==> config.mk <==
export PLATFORM = sky130hd
export DESIGN_NAME = skid_fifo_buffer_flat
export DESIGN_NICKNAME = d
export VERILOG_FILES = /design/src/rtl/skid_fifo_buffer_pkg.sv /design/src/rtl/skid_fifo_buffer_if.sv /design/src/rtl/skid_fifo_buffer_ctrl.sv /design/src/rtl/skid_fifo_buffer.sv /design/src/flat_wrapper.sv
export SDC_FILE = /design/constraint.sdc
export NUM_CORES = 1
export LEC_CHECK = 0
export CORE_MARGIN = 2
export CORE_UTILIZATION = 49
export CTS_CLUSTER_DIAMETER = 200
export DETAILED_ROUTE_END_ITERATION = 6
export PLACE_DENSITY = 0.72
export SLEW_MARGIN = 20
export SYNTH_ARGS = -nofsm -noshare
export SYNTH_HDL_FRONTEND = slang
export SYNTH_SLANG_ARGS = --single-unit
==> constraint.sdc <==
create_clock -name clk -period 1.8 [get_ports clk]
set_input_delay 0.36 -clock clk [delete_from_list [all_inputs] [get_ports clk]]
set_output_delay 0.36 -clock clk [all_outputs]
set_load 0.02 [all_outputs]
==> src/rtl/skid_fifo_buffer_pkg.sv <==
// ---------------------------------------------------------------------------
// skid_pkg
// Shared definitions for the skid FIFO buffer slice.
//   BYPASS_OFF / BYPASS_ON : values for the BYPASS parameter of skid_fifo_buffer
//   level_width()          : width of an occupancy counter able to hold 0..DEPTH
//   depth_ok()             : legality check for the DEPTH parameter
//   af_thresh_ok()         : legality check for the AF_THRESH parameter
// ---------------------------------------------------------------------------
package skid_pkg;

    localparam bit BYPASS_OFF = 1'b0;
    localparam bit BYPASS_ON  = 1'b1;

    // A counter of 0..depth inclusive needs one more code point than a pointer.
    function automatic int level_width(input int depth);
        return $clog2(depth + 1);
    endfunction

    // Pointers wrap naturally, so the depth has to be a power of two.
    function automatic bit depth_ok(input int depth);
        return (depth >= 2) && ((depth & (depth - 1)) == 0);
    endfunction

    function automatic bit af_thresh_ok(input int thresh, input int depth);
        return (thresh >= 1) && (thresh <= depth);
    endfunction

endpackage

==> src/rtl/skid_fifo_buffer_if.sv <==
// ---------------------------------------------------------------------------
// skid_fifo_buffer_if
// Producer and consumer valid/ready handshakes of the skid FIFO buffer.
//   i_valid_i / i_data_i / i_ready_o : producer side (into the buffer)
//   e_valid_o / e_data_o / e_ready_i : consumer side (out of the buffer)
// Modports:
//   slave  : the buffer itself
//   master : the environment driving and draining the buffer
// ---------------------------------------------------------------------------
interface skid_fifo_buffer_if #(
    parameter int DATA_W = 8
);

    logic              i_valid_i;
    logic [DATA_W-1:0] i_data_i;
    logic              i_ready_o;
    logic              e_valid_o;
    logic [DATA_W-1:0] e_data_o;
    logic              e_ready_i;

    modport slave (
        input  i_valid_i, i_data_i, e_ready_i,
        output i_ready_o, e_valid_o, e_data_o
    );

    modport master (
        output i_valid_i, i_data_i, e_ready_i,
        input  i_ready_o, e_valid_o, e_data_o
    );

endinterface

==> src/rtl/skid_fifo_buffer_ctrl.sv <==
// ---------------------------------------------------------------------------
// skid_fifo_ctrl
// Pointer / occupancy bookkeeping for skid_fifo_buffer.
//   clk, reset     : clock, asynchronous active-low reset
//   flush          : synchronous clear of pointers and level
//   push, pop      : write into / read out of the storage array this cycle
//   wr_ptr_o       : storage slot written by the next push
//   rd_ptr_o       : storage slot at the head of the queue
//   level_o        : number of stored entries
//   ready_o        : registered "can accept" for the producer
//   almost_full_o  : registered level_o >= AF_THRESH
// ---------------------------------------------------------------------------
module skid_fifo_ctrl
    import skid_pkg::*;
#(
    parameter  int DEPTH     = 4,
    parameter  int AF_THRESH = DEPTH - 1,
    localparam int PTR_W     = $clog2(DEPTH),
    localparam int LVL_W     = level_width(DEPTH)
) (
    input  logic             clk,
    input  logic             reset,
    input  logic             flush,
    input  logic             push,
    input  logic             pop,
    output logic [PTR_W-1:0] wr_ptr_o,
    output logic [PTR_W-1:0] rd_ptr_o,
    output logic [LVL_W-1:0] level_o,
    output logic             ready_o,
    output logic             almost_full_o
);

    logic [PTR_W-1:0] wr_ptr_q, wr_ptr_d;
    logic [PTR_W-1:0] rd_ptr_q, rd_ptr_d;
    logic [LVL_W-1:0] level_q, level_d;
    logic             ready_q, ready_d;
    logic             almost_full_q, almost_full_d;

    // Ready and almost-full are derived from the *next* level so that a slot
    // freed by a pop this cycle is offered to the producer on the very next
    // cycle, while the producer still only ever sees a flop.
    always_comb begin
        wr_ptr_d = wr_ptr_q;
        rd_ptr_d = rd_ptr_q;
        level_d  = level_q;
        if (flush) begin
            wr_ptr_d = '0;
            rd_ptr_d = '0;
            level_d  = '0;
        end else begin
            if (push) begin
                wr_ptr_d = wr_ptr_q + PTR_W'(1);
            end
            if (pop) begin
                rd_ptr_d = rd_ptr_q + PTR_W'(1);
            end
            level_d = level_q + LVL_W'(push) - LVL_W'(pop);
        end
        ready_d       = (level_d < LVL_W'(DEPTH)) && !flush;
        almost_full_d = (level_d >= LVL_W'(AF_THRESH));
    end

    always_ff @(posedge clk or negedge reset) begin
        if (!reset) begin
            wr_ptr_q      <= '0;
            rd_ptr_q      <= '0;
            level_q       <= '0;
            ready_q       <= 1'b0;
            almost_full_q <= 1'b0;
        end else begin
            wr_ptr_q      <= wr_ptr_d;
            rd_ptr_q      <= rd_ptr_d;
            level_q       <= level_d;
            ready_q       <= ready_d;
            almost_full_q <= almost_full_d;
        end
    end

    assign wr_ptr_o      = wr_ptr_q;
    assign rd_ptr_o      = rd_ptr_q;
    assign level_o       = level_q;
    assign ready_o       = ready_q;
    assign almost_full_o = almost_full_q;

endmodule

==> src/rtl/skid_fifo_buffer.sv <==
// ---------------------------------------------------------------------------
// skid_fifo_buffer
// DEPTH-entry elastic buffer between a producer and a consumer using
// valid/ready handshakes. i_ready_o comes straight from a flop, so consumer
// ready timing never reaches the producer combinationally. With BYPASS set,
// an empty buffer forwards input to output in the same cycle.
//   clk, reset      : clock, asynchronous active-low reset
//   flush           : synchronous clear of all stored entries
//   bus (slave)     : i_valid_i/i_data_i/i_ready_o and e_valid_o/e_data_o/e_ready_i
//   level_o         : number of stored entries
//   almost_full_o   : registered level_o >= AF_THRESH
// ---------------------------------------------------------------------------
module skid_fifo_buffer
    import skid_pkg::*;
#(
    parameter  int DATA_W    = 8,
    parameter  int DEPTH     = 4,
    parameter  bit BYPASS    = BYPASS_OFF,
    parameter  int AF_THRESH = DEPTH - 1,
    localparam int PTR_W     = $clog2(DEPTH),
    localparam int LVL_W     = level_width(DEPTH)
) (
    input  logic                  clk,
    input  logic                  reset,
    input  logic                  flush,
    skid_fifo_buffer_if.slave     bus,
    output logic [LVL_W-1:0]      level_o,
    output logic                  almost_full_o
);

    if (!depth_ok(DEPTH)) begin : g_bad_depth
        $error("skid_fifo_buffer: DEPTH must be a power of two >= 2");
    end
    if (!af_thresh_ok(AF_THRESH, DEPTH)) begin : g_bad_af_thresh
        $error("skid_fifo_buffer: AF_THRESH must lie in 1..DEPTH");
    end

    logic [DATA_W-1:0] mem_q [DEPTH];
    logic [DATA_W-1:0] mem_d [DEPTH];

    logic [PTR_W-1:0] wr_ptr;
    logic [PTR_W-1:0] rd_ptr;
    logic [LVL_W-1:0] level;
    logic             i_ready;
    logic             storage_empty;
    logic             bypass_active;
    logic             in_xfer;
    logic             bypass_taken;
    logic             push;
    logic             pop;
    logic             e_valid;
    logic [DATA_W-1:0] e_data;

    skid_fifo_ctrl #(
        .DEPTH     (DEPTH),
        .AF_THRESH (AF_THRESH)
    ) u_ctrl (
        .clk           (clk),
        .reset         (reset),
        .flush         (flush),
        .push          (push),
        .pop           (pop),
        .wr_ptr_o      (wr_ptr),
        .rd_ptr_o      (rd_ptr),
        .level_o       (level),
        .ready_o       (i_ready),
        .almost_full_o (almost_full_o)
    );

    // Bypass only ever applies to an empty store, so it can never overtake
    // data that is already queued. A bypassed word that the consumer takes in
    // the same cycle is never written; otherwise it lands in storage as usual.
    always_comb begin
        storage_empty = (level == '0);
        bypass_active = (BYPASS == BYPASS_ON) && storage_empty;
        in_xfer       = bus.i_valid_i && i_ready;
        bypass_taken  = bypass_active && in_xfer && bus.e_ready_i;
        push          = in_xfer && !bypass_taken && !flush;
        pop           = !storage_empty && bus.e_ready_i;
        e_valid       = bypass_active ? in_xfer : !storage_empty;
        e_data        = (bypass_active && in_xfer) ? bus.i_data_i : mem_q[rd_ptr];
    end

    always_comb begin
        mem_d = mem_q;
        if (push) begin
            mem_d[wr_ptr] = bus.i_data_i;
        end
    end

    // Storage is cleared on reset so that e_data_o reads zero afterwards.
    always_ff @(posedge clk or negedge reset) begin
        if (!reset) begin
            for (int i = 0; i < DEPTH; i++) begin
                mem_q[i] <= '0;
            end
        end else begin
            mem_q <= mem_d;
        end
    end

    assign bus.i_ready_o = i_ready;
    assign bus.e_valid_o = e_valid;
    assign bus.e_data_o  = e_data;
    assign level_o       = level;

endmodule

==> src/flat_wrapper.sv <==
// flat-port wrapper written by rule: the top's interface ports become plain ports
module skid_fifo_buffer_flat import skid_pkg::*;
#(
    parameter  int DATA_W    = 8,
    parameter  int DEPTH     = 4,
    parameter  bit BYPASS    = BYPASS_OFF,
    parameter  int AF_THRESH = DEPTH - 1,
    localparam int PTR_W     = $clog2(DEPTH),
    localparam int LVL_W     = level_width(DEPTH)
)
  (clk, reset, flush, level_o, almost_full_o, bus_i_valid_i, bus_i_data_i, bus_e_ready_i, bus_i_ready_o, bus_e_valid_o, bus_e_data_o);
  skid_fifo_buffer_if #(.DATA_W(DATA_W)) bus_i ();
  input  logic clk;
  input  logic reset;
  input  logic flush;
  output logic [LVL_W-1:0] level_o;
  output logic almost_full_o;
  input wire logic [$bits(bus_i.i_valid_i)-1:0] bus_i_valid_i;
  input wire logic [$bits(bus_i.i_data_i)-1:0] bus_i_data_i;
  input wire logic [$bits(bus_i.e_ready_i)-1:0] bus_e_ready_i;
  output wire logic [$bits(bus_i.i_ready_o)-1:0] bus_i_ready_o;
  output wire logic [$bits(bus_i.e_valid_o)-1:0] bus_e_valid_o;
  output wire logic [$bits(bus_i.e_data_o)-1:0] bus_e_data_o;
  assign bus_i.i_valid_i = bus_i_valid_i;
  assign bus_i.i_data_i = bus_i_data_i;
  assign bus_i.e_ready_i = bus_e_ready_i;
  assign bus_i_ready_o = bus_i.i_ready_o;
  assign bus_e_valid_o = bus_i.e_valid_o;
  assign bus_e_data_o = bus_i.e_data_o;
  skid_fifo_buffer #(.DATA_W(DATA_W), .DEPTH(DEPTH), .BYPASS(BYPASS), .AF_THRESH(AF_THRESH)) u_core (.clk(clk), .reset(reset), .flush(flush), .bus(bus_i), .level_o(level_o), .almost_full_o(almost_full_o));
endmodule
# [Yosys cells after proc, flatten, opt, wreduce, memory -nomap -nowiden]
# Cells that the tools add are included.
[classes] n_addsub=4 bitwise=2 n_lt_le_gt_ge=5 n_mux=11 n_reduce_logical=10
[op_table] op="32-bit bitwise mux" count=1
[op_table] op="8-bit two-way mux" count=3
[op_table] op="8-bit binary-select mux with 2-bit select" count=1
[op_table] op="8-bit demux with 2-bit select" count=1
[op_table] op="2-bit two-way mux" count=4
[op_table] op="3-bit greater-or-equal comparator (second input constant)" count=2
[op_table] op="2-bit inverter with 3-bit output" count=2
[op_table] op="1-bit logical AND" count=5
[op_table] op="2-bit by 1-bit adder with 2-bit output (second input constant)" count=2
[op_table] op="2-bit nonzero test" count=2
[op_table] op="3-bit by 1-bit adder with 3-bit output" count=1
[op_table] op="3-bit by 2-bit greater-or-equal comparator with 1-bit output (second input constant)" count=1
[op_table] op="3-bit logical NOT" count=1
[op_table] op="3-bit by 1-bit less-than comparator with 1-bit output (second input constant)" count=1
[op_table] op="3-bit less-than comparator (second input constant)" count=1
[op_table] op="3-bit two-way mux" count=1
[op_table] op="3-bit by 1-bit subtractor with 3-bit output" count=1
[op_table] op="1-bit logical NOT" count=2
[totals] word_cells=41 output_inout_bits=14 ff_bits=41

# [Depth between registers and ports, before layout]
# Gate-level depths: netlist of run 1.
[depth] depth_word=7 depth_mapped=8 ltp_nobuf=7

# [Modules after synthesis]
# Synthesis of run 1 repeated with hierarchy kept, for this count alone.
[hier_totals] hier_cells=117 area_unflattened_um2=1861.8
[by_module_without_submodules] mod="skid_fifo_buffer" area_per_inst_um2=1433.9 cells_per_inst=83 n_inst=1 seq_area_each_um2=800.8
[by_module_without_submodules] mod="skid_fifo_ctrl" area_per_inst_um2=427.9 cells_per_inst=34 n_inst=1 seq_area_each_um2=225.2

# [Least setup slack after synthesis of run 1]
# OpenSTA, ideal clock, no wires.
[synth_timing] path_type="reg-to-reg" from="register u_core.u_ctrl.level_q[1] (netlist: u_core.u_ctrl.level_o[1])" to="register u_core.u_ctrl.ready_q (netlist: u_core.u_ctrl.ready_o)" setup_ps=121 period_less_slack_ps=2002 n_path_buf=0 t_required_ps=1679 arrival_time_ps=1881 stages_incl_launch_ff=8 slack_ps=-202 cell_sequence="dfrtp_1 > o31ai_2 > xor2_1 > ha_1 > inv_1 > fa_1 > xnor3_1 > nor2b_1"
[synth_between] elab_chain_len=7 word_cells_on_any_way=8 cone_classes="add/sub: 2; order compare: 1; mux: 1; reduce/logical: 4"
[synth_rtl] item="from (decl)" line_no="skid_fifo_buffer_ctrl.sv:35" text="logic [LVL_W-1:0] level_q, level_d;"
[synth_rtl] item="from (signal assigned)" line_no="skid_fifo_buffer_ctrl.sv:73" text="level_q <= level_d;"
[synth_rtl] item="parallel branches: the longest is 3 deep, another holds 3-bit by 1-bit adder with 3-bit output"
[synth_rtl] item="3-bit by 1-bit subtractor with 3-bit output (*)" line_no="skid_fifo_buffer_ctrl.sv:57" text="level_d = level_q + LVL_W'(push) - LVL_W'(pop);"
[synth_rtl] item="3-bit two-way mux (*)" line_no="skid_fifo_buffer_ctrl.sv:46" text="if (flush) begin"
[synth_rtl] item="3-bit less-than comparator (*)" line_no="skid_fifo_buffer_ctrl.sv:59" text="ready_d = (level_d < LVL_W'(DEPTH)) && !flush;"
[synth_rtl] item="1-bit logical AND (*)" line_no="skid_fifo_buffer_ctrl.sv:59"
[synth_rtl] item="net u_core.u_ctrl.ready_d" line_no="skid_fifo_buffer_ctrl.sv:36" text="logic ready_q, ready_d;"
[synth_rtl] item="to (signal assigned)" line_no="skid_fifo_buffer_ctrl.sv:74" text="ready_q <= ready_d;"
[synth_rtl] item="to (decl)" line_no="skid_fifo_buffer_ctrl.sv:36"
# Mark *: on every way through the listed nets, which the timed path passes.
# A chain may end at the register's enable or synchronous reset.

# [Final worst setup path of run 1]
[layout_timing] from="register u_core.u_ctrl.level_q[2] (netlist: u_core.u_ctrl.level_o[2])" to="register u_core.u_ctrl.ready_q (netlist: u_core.u_ctrl.ready_o)"
# Same word-level chain as after synthesis.

==> results.txt, run 1 <==
----------------------------------------------------
[Synth]
  Share of flip-flops with an asynchronous set or reset after synthesis ... 100%
  Post-synth top flop ... dfrtp_1
  Mapped cell area ... 1990 um^2
  Number of cells produced by synthesis ... 123
  Xor and xnor fraction of the mapped netlist area ... 1.57%
  Combinational family with the most area after synthesis ... multiplexers
  EDFF count, synth ... 0
  Most frequently used cell type in the post-synthesis netlist ... dfrtp_1
  Cell types with the highest counts after synthesis ... dfrtp_1, mux2_2, mux4_2, ha_1, nor2b_1
  Adder and majority cell fraction of the synthesized area ... 4.15%
  Synth Area in Compound Gates ... 3.02%
  Number of flip-flops and latches in the synthesized netlist ... 41
  Syn nets ... 142
  Area fraction in and, or, nand and nor cells after synthesis ... 8.43%
  Dominant cell type by area after synthesis ... dfrtp_1
  Sequential area share after synthesis ... 51.6%
  Multiplexer area fraction after synthesis ... 28.7%
  Portion of synthesized cell area occupied by the leading cell type ... 51.6%
  Synth area leaders ... dfrtp_1, mux2_2, mux4_2, nand4b_4, ha_1
  Warning count from the yosys run ... 0
  Average instance area after synthesis ... 16.2 um^2
  Count of distinct cell types in the synthesized netlist ... 23

[Timing]
  Final worst setup slack ... -124 ps
  Worst rel slew slack ... 66.0%
  Final setup skew ... 6.25 ps
  Number of hold-slack violations in the final timing report ... 0
  Shortest clock period the worst path allows after layout ... 1920 ps
  Portion of the clock cycle consumed by the worst path in the final layout ... 107%
  Setup violations, final ... 12
  Unrepaired setup endpoints after global routing ... true
  Setup_tns ... -861 ps
  Highest clock frequency the design can meet ... 520 MHz
  Worst hold-check slack ... 119 ps
  Slew at the pin closest to its max-slew limit ... 509 ps
  Final Max Tran Viols ... 0

[Floorplanning]
  Starting density of the core ... 50.4%
  Die area ... 4580 um^2
  Die height ... 67.7 um
  Overall die width ... 67.7 um
  # rows ... 23
  Ports ... 27
  Placeable core region ... 3940 um^2

[Cells and area]
  Number of nets at the end of the flow ... 184
  Area growth from synthesis to layout ... 25.9%
  Inserted Diodes ... 0
  Count of placed standard cells in the final layout, fillers left out ... 216
  Fraction of layout cells with a size suffix above 1 ... 51.8%

[Pwr]
  Total power ... 3.66 mW
  P_int ... 2.50 mW
  Share of power burned in the clock network ... 19.7%
  LEAKAGE ... 1.19 nW
  Peak ir drop on the vdd network ... 0.986 mV
  Power per unit of standard cell area ... 1460 nW/um^2
  Sw power ... 1.16 mW
  Logic gate share of total power ... 44.4%
  Sequential power share ... 35.9%
  Switching fraction of total power ... 31.8%

[Global routing]
  Total overflow reported by the global router ... 0
  GR Util All Layers ... 18.6%
  Initial antenna violation count ... 0
  Pin count of the biggest net entering global routing ... 42
  Global-route wire length before repair ... 5.89 mm
  Via count of the first global-routing pass ... 1222

[Clock network]
  TritonCTS clock tree ... done
  Number of levels the H-tree was split into ... 2
  Hold_buf cts ... 0
  Clock root buffer ... clkbuf_8
  Post-CTS clock slew at the launch and capture registers of the worst setup and hold paths ... 70 ps
  Cts bufs inserted ... 5
  Clk buf depth ... 2
  Insertion delay to the later sink of the worst-skew pair ... 290 ps
  CTS sink cnt ... 41

[Worst setup path]
  Family of cells with the greatest summed delay on the critical path ... adder cells
  Crit-path slowest cell ... dfrtp_2
  Crit-path max FO ... 3
  Sum of buffers and inverters on the critical path ... 1
  CP endpoint kind ... flop
  R2r startpoint ... u_core.u_ctrl.level_o[2]
  Max incr delay on CP ... 430 ps
  Worst EP arrival ... 2110 ps
  Worst EP required ... 1980 ps
  Kind of critical path ... reg2reg
  List of cells traversed by the critical path ... o31ai_4 > xor2_1 > ha_2 > inv_2 > fa_2 > xnor3_1 > nor2b_1
  Depth of the most critical reg-to-reg path ... 7
  Reg2Reg Setup Slack ... -120 ps
  Critical Path Start Type ... flop
  End of the worst register-to-register path ... u_core.u_ctrl.ready_o

[Placed design]
  Placer's final routability congestion estimate ... 0.715
  Cells after DPL ... 207
  HPWL Detailed ... 2.59 mm
  Count of buffers inserted at the top-level ports ... 26

[Status]
  Violations in the final reports ... setup timing
  Result of the run ... finished with violations

[Detailed routing]
  # DRC ... 0
  Vias after detailed routing ... 1134
  Wire length reported by the detailed router ... 3.73 mm
  Vias per cell ... 5.25
  First-pass iteration count of the detailed router ... 3
  Violation count after the first detailed-routing iteration ... 28
  Final antenna-violating net count ... 0
  Avg WL per Cell ... 17.3 um

[Flow run]
  # Max-Cap Violations ... 0

[Min path]
  Worst hold path class ... in2async

----------------------------------------------------
==> worst register-to-register path: cells and delay by family, from the launching register on <==
kind	cells	cell delay (ps)
and+or+nand+nor	1	150
buffers and inverters	1	40
AOI/OAI and AO/OA	1	280
DFF	1	430
xor gates and xnor gates	2	410
adders and majority gates	2	510
==> worst max-delay path by stage <==
stage               depth (start not counted)                startpoint                           to
finish                                      7  u_core.u_ctrl.level_o[2]        u_core.u_ctrl.ready_o
global route                                7  u_core.u_ctrl.level_o[2]        u_core.u_ctrl.ready_o
CTS                                         7  u_core.u_ctrl.level_o[2]        u_core.u_ctrl.ready_o
detailed placement                          8             bus_i_valid_i        u_core.u_ctrl.ready_o
global placement                            8             bus_i_valid_i  u_core.u_ctrl.almost_full_o
floorplan                                   7  u_core.u_ctrl.level_o[2]  u_core.u_ctrl.almost_full_o
==> registers in the layout, summed over array words and instances, names as in the netlist <==
| name | cells |
|---|---|
| u_core.u_ctrl.almost_full_o | 1 |
| u_core.u_ctrl.wr_ptr_o | 2 |
| u_core.u_ctrl.ready_o | 1 |
| u_core.u_ctrl.rd_ptr_o | 2 |
| u_core.mem_q | 32 |
| u_core.u_ctrl.level_o | 3 |
==> placed cells by master, fill, tap and decap left out, drive strengths merged <==
cell,instances
dfrtp,41
mux2,34
buf,24
clkdlybuf4s50,13
mux4,8
clkbuf,6
nor2b,5
ha,5
nor2,4
nand4b,4
dlygate4sd2,3
inv,3
nand3b,2
a21bo,2
a21oi,2
o31ai,1
xor2,1
xnor3,1
or3,1
o2bb2ai,1
nand3,1
o311ai,1
fa,1
bufinv,1
clkinv,1
==> area by class of cell <==
cell class / instances / area, um^2
clock buffer: 6 / 72.6
clock inverter: 2 / 35.0
fill: 305 / 1440
inverter: 3 / 11.3
multi-input combinational: 74 / 918
sequential: 41 / 1030
tap: 50 / 62.6
timing repair buffer: 40 / 373
==> kinds of logic (layout without fill, tap and decap cells) <==
logic type / Yosys count / after routing
xor+xnor: 2 / 2
mux: 42 / 42
flops: 41 / 41
fa+ha+maj: 6 / 6
compound gates: 7 / 7
buf+inv: 8 / 51
simple gates: 17 / 17
==> through the flow <==
step | instance area, um^2 | setup slack, ps | utilization [%]
5_1_grt | 2500 | -204 | 63.5
3_3_place_gp | 2380 | -377 | 60.4
4_1_cts | 2500 | -138 | 63.5
2_1_floorplan | 2010 | -120 | -
3_5_place_dp | 2380 | -405 | 60.4
6_report | 2500 | -124 | 63.5
==> routing by layer <==
metal | GRT usage [%] | wire length [um]
met3 | 6.00 | 162
met1 | 21.0 | 1650
met4 | 8.42 | 68
met2 | 31.9 | 1850
met5 | 0 | 0
==> power groups by stage <==
stage / Combinational [mW] / Sequential, mW / Clock [mW]
after global placement: 1.55 / 1.31 / 0
after detailed placement: 1.59 / 1.33 / 0
after CTS: 1.65 / 1.32 / 0.735
after global routing: 1.74 / 1.35 / 0.780
final: 1.62 / 1.31 / 0.719
after floorplan: 0.920 / 1.35 / 0
==> repair_timing <==
| action | in CTS | in global routing |
|---|---|---|
| hold endpoints to repair | 0 | 0 |
| buffers inserted | 1 | 0 |
| pin swaps | 1 | 1 |
| setup endpoints to repair | 16 | 13 |
| gates resized for setup | 61 | 0 |
Note: power is estimated with default switching activity, not from simulation.
==> run 2, diff against run 1 <==
CORE_UTILIZATION = 48   (was 49)
SLEW_MARGIN = unset   (was 20)
SYNTH_HIERARCHICAL = 1   (was unset)
==> run 2 against run 1 <==
The run still ends with setup timing left. Core utilization is 3.9 points higher. Clock skew is 0.54 ps higher. Clock-buffer cell count is 1 higher. Design area is 0.70% lower. Sequential power hardly changed. Critical path depth is 1 higher. Critical path type unchanged. Critical endpoint is now u_core/u_ctrl/ready_o. Highest routed layer unchanged.
==> results.txt, run 2 <==
----------------------------------------------------
[Status]
  Result of the run ... finished with violations
  Violations in the final reports ... setup timing

[Global routing]
  Pin count of the biggest net entering global routing ... 18 (-57%)
  Total overflow reported by the global router ... 0 (unchanged)
  GR Util All Layers ... 20.0% (+1.4 points)
  Initial antenna violation count ... 0 (unchanged)
  Via count of the first global-routing pass ... 1273 (+4.2%)
  Global-route wire length before repair ... 6.16 mm (+4.7%)

[Synth]
  Sequential area share after synthesis ... 55.1% (+3.5 points)
  Warning count from the yosys run ... 6 (+6)
  Count of distinct cell types in the synthesized netlist ... 26 (+13%)
  EDFF count, synth ... 0 (unchanged)
  Dominant cell type by area after synthesis ... dfrtp_1
  Xor and xnor fraction of the mapped netlist area ... 2.28% (+0.71 points)
  Cell types with the highest counts after synthesis ... dfrtp_1, mux2_2, mux4_2, inv_1
  Synth Area in Compound Gates ... 2.08% (-0.94 points)
  Multiplexer area fraction after synthesis ... 29.0% (+0.33 points)
  Post-synth top flop ... dfrtp_1
  Adder and majority cell fraction of the synthesized area ... 2.42% (-1.7 points)
  Combinational family with the most area after synthesis ... multiplexers
  Average instance area after synthesis ... 15.9 um^2 (-1.6%)
  Most frequently used cell type in the post-synthesis netlist ... dfrtp_1
  Number of cells produced by synthesis ... 117 (-4.9%)
  Mapped cell area ... 1860 um^2 (-6.4%)
  Portion of synthesized cell area occupied by the leading cell type ... 55.1% (+3.5 points)
  Syn nets ... 133 (-6.3%)
  Number of flip-flops and latches in the synthesized netlist ... 41 (unchanged)
  Share of flip-flops with an asynchronous set or reset after synthesis ... 100% (unchanged)
  Area fraction in and, or, nand and nor cells after synthesis ... 6.85% (-1.6 points)
  Synth area leaders ... dfrtp_1, mux2_2, mux4_2, ha_1, xor3_2

[Detailed routing]
  Vias per cell ... 5.35 (+1.9%)
  Wire length reported by the detailed router ... 3.60 mm (-3.4%)
  Violation count after the first detailed-routing iteration ... 67 (+140%)
  # DRC ... 0 (unchanged)
  First-pass iteration count of the detailed router ... 4 (+1)
  Vias after detailed routing ... 1145 (+0.97%)
  Final antenna-violating net count ... 0 (unchanged)
  Avg WL per Cell ... 16.8 um (-2.5%)

[Worst setup path]
  Setup crit start ... u_core/u_ctrl/level_o[2]
  List of cells traversed by the critical path ... or3_4 > and2_4 > ha_4 > inv_2 > ha_4 > fa_2 > xor3_2 > nor2b_4
  CP endpoint ... u_core/u_ctrl/ready_o
  Max incr delay on CP ... 410 ps (-20 ps)
  Reg2Reg Setup Slack ... -440 ps (-310 ps)
  Crit-path slowest cell ... dfrtp_2
  Kind of critical path ... reg2reg
  Depth of the most critical reg-to-reg path ... 8 (+1)
  Crit-path max FO ... 3 (unchanged)
  Cell with the most instances on the worst path ... ha_4
  End of the worst register-to-register path ... u_core/u_ctrl/ready_o
  Worst EP arrival ... 2420 ps (+310 ps)
  CP endpoint kind ... flop
  Critical Path Start Type ... flop
  Worst EP required ... 1990 ps (about the same)
  R2r startpoint ... u_core/u_ctrl/level_o[2]

[Cells and area]
  Final core occ ... 67.4% (+3.9 points)
  Largest register FFs ... 32 (unchanged)
  Inserted Diodes ... 0 (unchanged)
  Fraction of layout cells with a size suffix above 1 ... 57.8% (+6.0 points)
  Commonest cells after routing, fill and taps aside ... dfrtp_1, mux2_2, clkdlybuf4s50_1, buf_4, buf_6
  Most common cell after layout, fill and taps aside ... dfrtp_1
  Biggest register ... u_core/mem_q
  Count of placed standard cells in the final layout, fillers left out ... 214 (-0.93%)
  Final Instance Area ... 2480 um^2 (-0.70%)
  Fill cell count ... 271 (-11%)
  Number of nets at the end of the flow ... 181 (-1.6%)
  Area growth from synthesis to layout ... 33.5%

[Pwr]
  Power per unit of standard cell area ... 1590 nW/um^2 (+8.9%)
  Sequential power share ... 32.5% (-3.4 points)
  LEAKAGE ... 1.15 nW (-3.2%)
  Sw power ... 1.22 mW (+4.9%)
  Share of power burned in the clock network ... 19.3% (-0.4 points)
  P_int ... 2.74 mW (+9.6%)
  Logic gate share of total power ... 48.2% (+3.8 points)
  Total power ... 3.96 mW (+8.1%)
  Switching fraction of total power ... 30.8% (-0.95 points)
  Peak ir drop on the vdd network ... 0.997 mV (+1.1%)

[Clock network]
  Clk buf depth ... 2 (unchanged)
  CTS sink cnt ... 41 (unchanged)
  Post-CTS clock slew at the launch and capture registers of the worst setup and hold paths ... 80 ps (about the same)
  Insertion delay to the later sink of the worst-skew pair ... 300 ps (about the same)
  Cts bufs inserted ... 5 (unchanged)
  Clock root buffer ... clkbuf_8
  TritonCTS clock tree ... done
  Number of levels the H-tree was split into ... 2 (unchanged)

[Floorplanning]
  Die area ... 4390 um^2 (-4.2%)
  Ports ... 27 (unchanged)
  Placeable core region ... 3690 um^2 (-6.4%)
  Die height ... 66.3 um (-2.1%)
  Starting density of the core ... 50.5% (about the same)
  # rows ... 22 (-4.3%)
  Overall die width ... 66.3 um (-2.1%)

[Flow run]
  # Max-Cap Violations ... 0 (unchanged)

[Timing]
  Setup_tns ... -2430 ps (-1570 ps)
  Shortest clock period the worst path allows after layout ... 2240 ps (+314 ps)
  Portion of the clock cycle consumed by the worst path in the final layout ... 124% (+17 points)
  Setup violations, final ... 11 (-1)
  Highest clock frequency the design can meet ... 447 MHz (-14%)
  Worst hold-check slack ... 472 ps (+353 ps)
  Final worst setup slack ... -438 ps (-314 ps)
  Unrepaired setup endpoints after global routing ... true
  Number of hold-slack violations in the final timing report ... 0 (unchanged)
  Final Max Tran Viols ... 0 (unchanged)
  Slew at the pin closest to its max-slew limit ... 302 ps (-207 ps)
  Final setup skew ... 6.79 ps (+0.538 ps)
  Worst rel slew slack ... 79.9% (+14 points)

[Placed design]
  Placement-stage cell area ... 2290 um^2 (-3.7%)
  Worst Setup Slack post-DPL ... -556 ps (-151 ps)
  HPWL Detailed ... 2.57 mm (-0.89%)
  Count of buffers inserted at the top-level ports ... 26 (unchanged)
  Cells after DPL ... 200 (-3.4%)
  Placer's final routability congestion estimate ... 0.724 (+1.3%)

[Min path]
  Worst hold path class ... in2async

----------------------------------------------------
## run 2: logic make-up after synthesis
kind of cell | count (synthesis)
DFF | 41
and+or+nand+nor | 16
adders and majority gates | 3
AOI/OAI and AO/OA | 5
muxes | 40
buffers and inverters | 9
xor gates and xnor gates | 3
## run 2: layout make-up
type | instances | area, um^2 | area share, %
flip-flops and latches | 41 | 1030 | 41.5
multi-input cells | 67 | 832 | 33.5
repair buffers | 46 | 430 | 17.3
clock buffers | 7 | 86.3 | 3.47
well taps | 48 | 60.1 | 2.42
clock inverters | 1 | 30.0 | 1.21
inverters | 4 | 15.0 | 0.604
## run 2: per-layer routing
| layer | wire (um) | GRT usage (%) | up-vias |
|---|---|---|---|
| li1 | - | - | 517 |
| met1 | 1510 | 23.3 | 595 |
| met2 | 1880 | 35.3 | 25 |
| met3 | 149 | 4.26 | 8 |
| met4 | 66 | 8.42 | 0 |
| met5 | 0 | 0 | - |
## run 2: repair_timing
item / in CTS / in global routing
endpoints found under the hold margin: 12 / 0
hold buffers: 1 / 0
buffers inserted: 4 / 1
setup endpoints to repair: 13 / 12
gates resized for setup: 51 / 9
gates cloned: 0 / 0
pin swaps: 1 / 1
## run 2: power groups by stage
stage | registers, mW | logic [mW] | clock network (mW)
2_1_floorplan | 1.33 | 1.01 | 0
3_3_place_gp | 1.28 | 1.71 | 0
3_5_place_dp | 1.30 | 1.76 | 0
4_1_cts | 1.29 | 1.83 | 0.770
5_1_grt | 1.32 | 2.06 | 0.820
6_report | 1.28 | 1.91 | 0.763
## run 2: worst min path at each step
stage                             to  slack (ps)   from
finish              u_core/mem_q[20]         470  reset
global route        u_core/mem_q[12]         510  reset
CTS                 u_core/mem_q[20]         480  reset
detailed placement  u_core/mem_q[19]         270  reset
global placement    u_core/mem_q[19]         260  reset
floorplan            u_core/mem_q[0]          60  reset
## run 2: critical path: cells and delay by family, from the launching register on
family / cells / cell delay [ps]
and+or+nand+nor: 3 / 700
buffers and inverters: 1 / 40
DFF: 1 / 410
xor gates and xnor gates: 1 / 260
adders and majority gates: 3 / 730
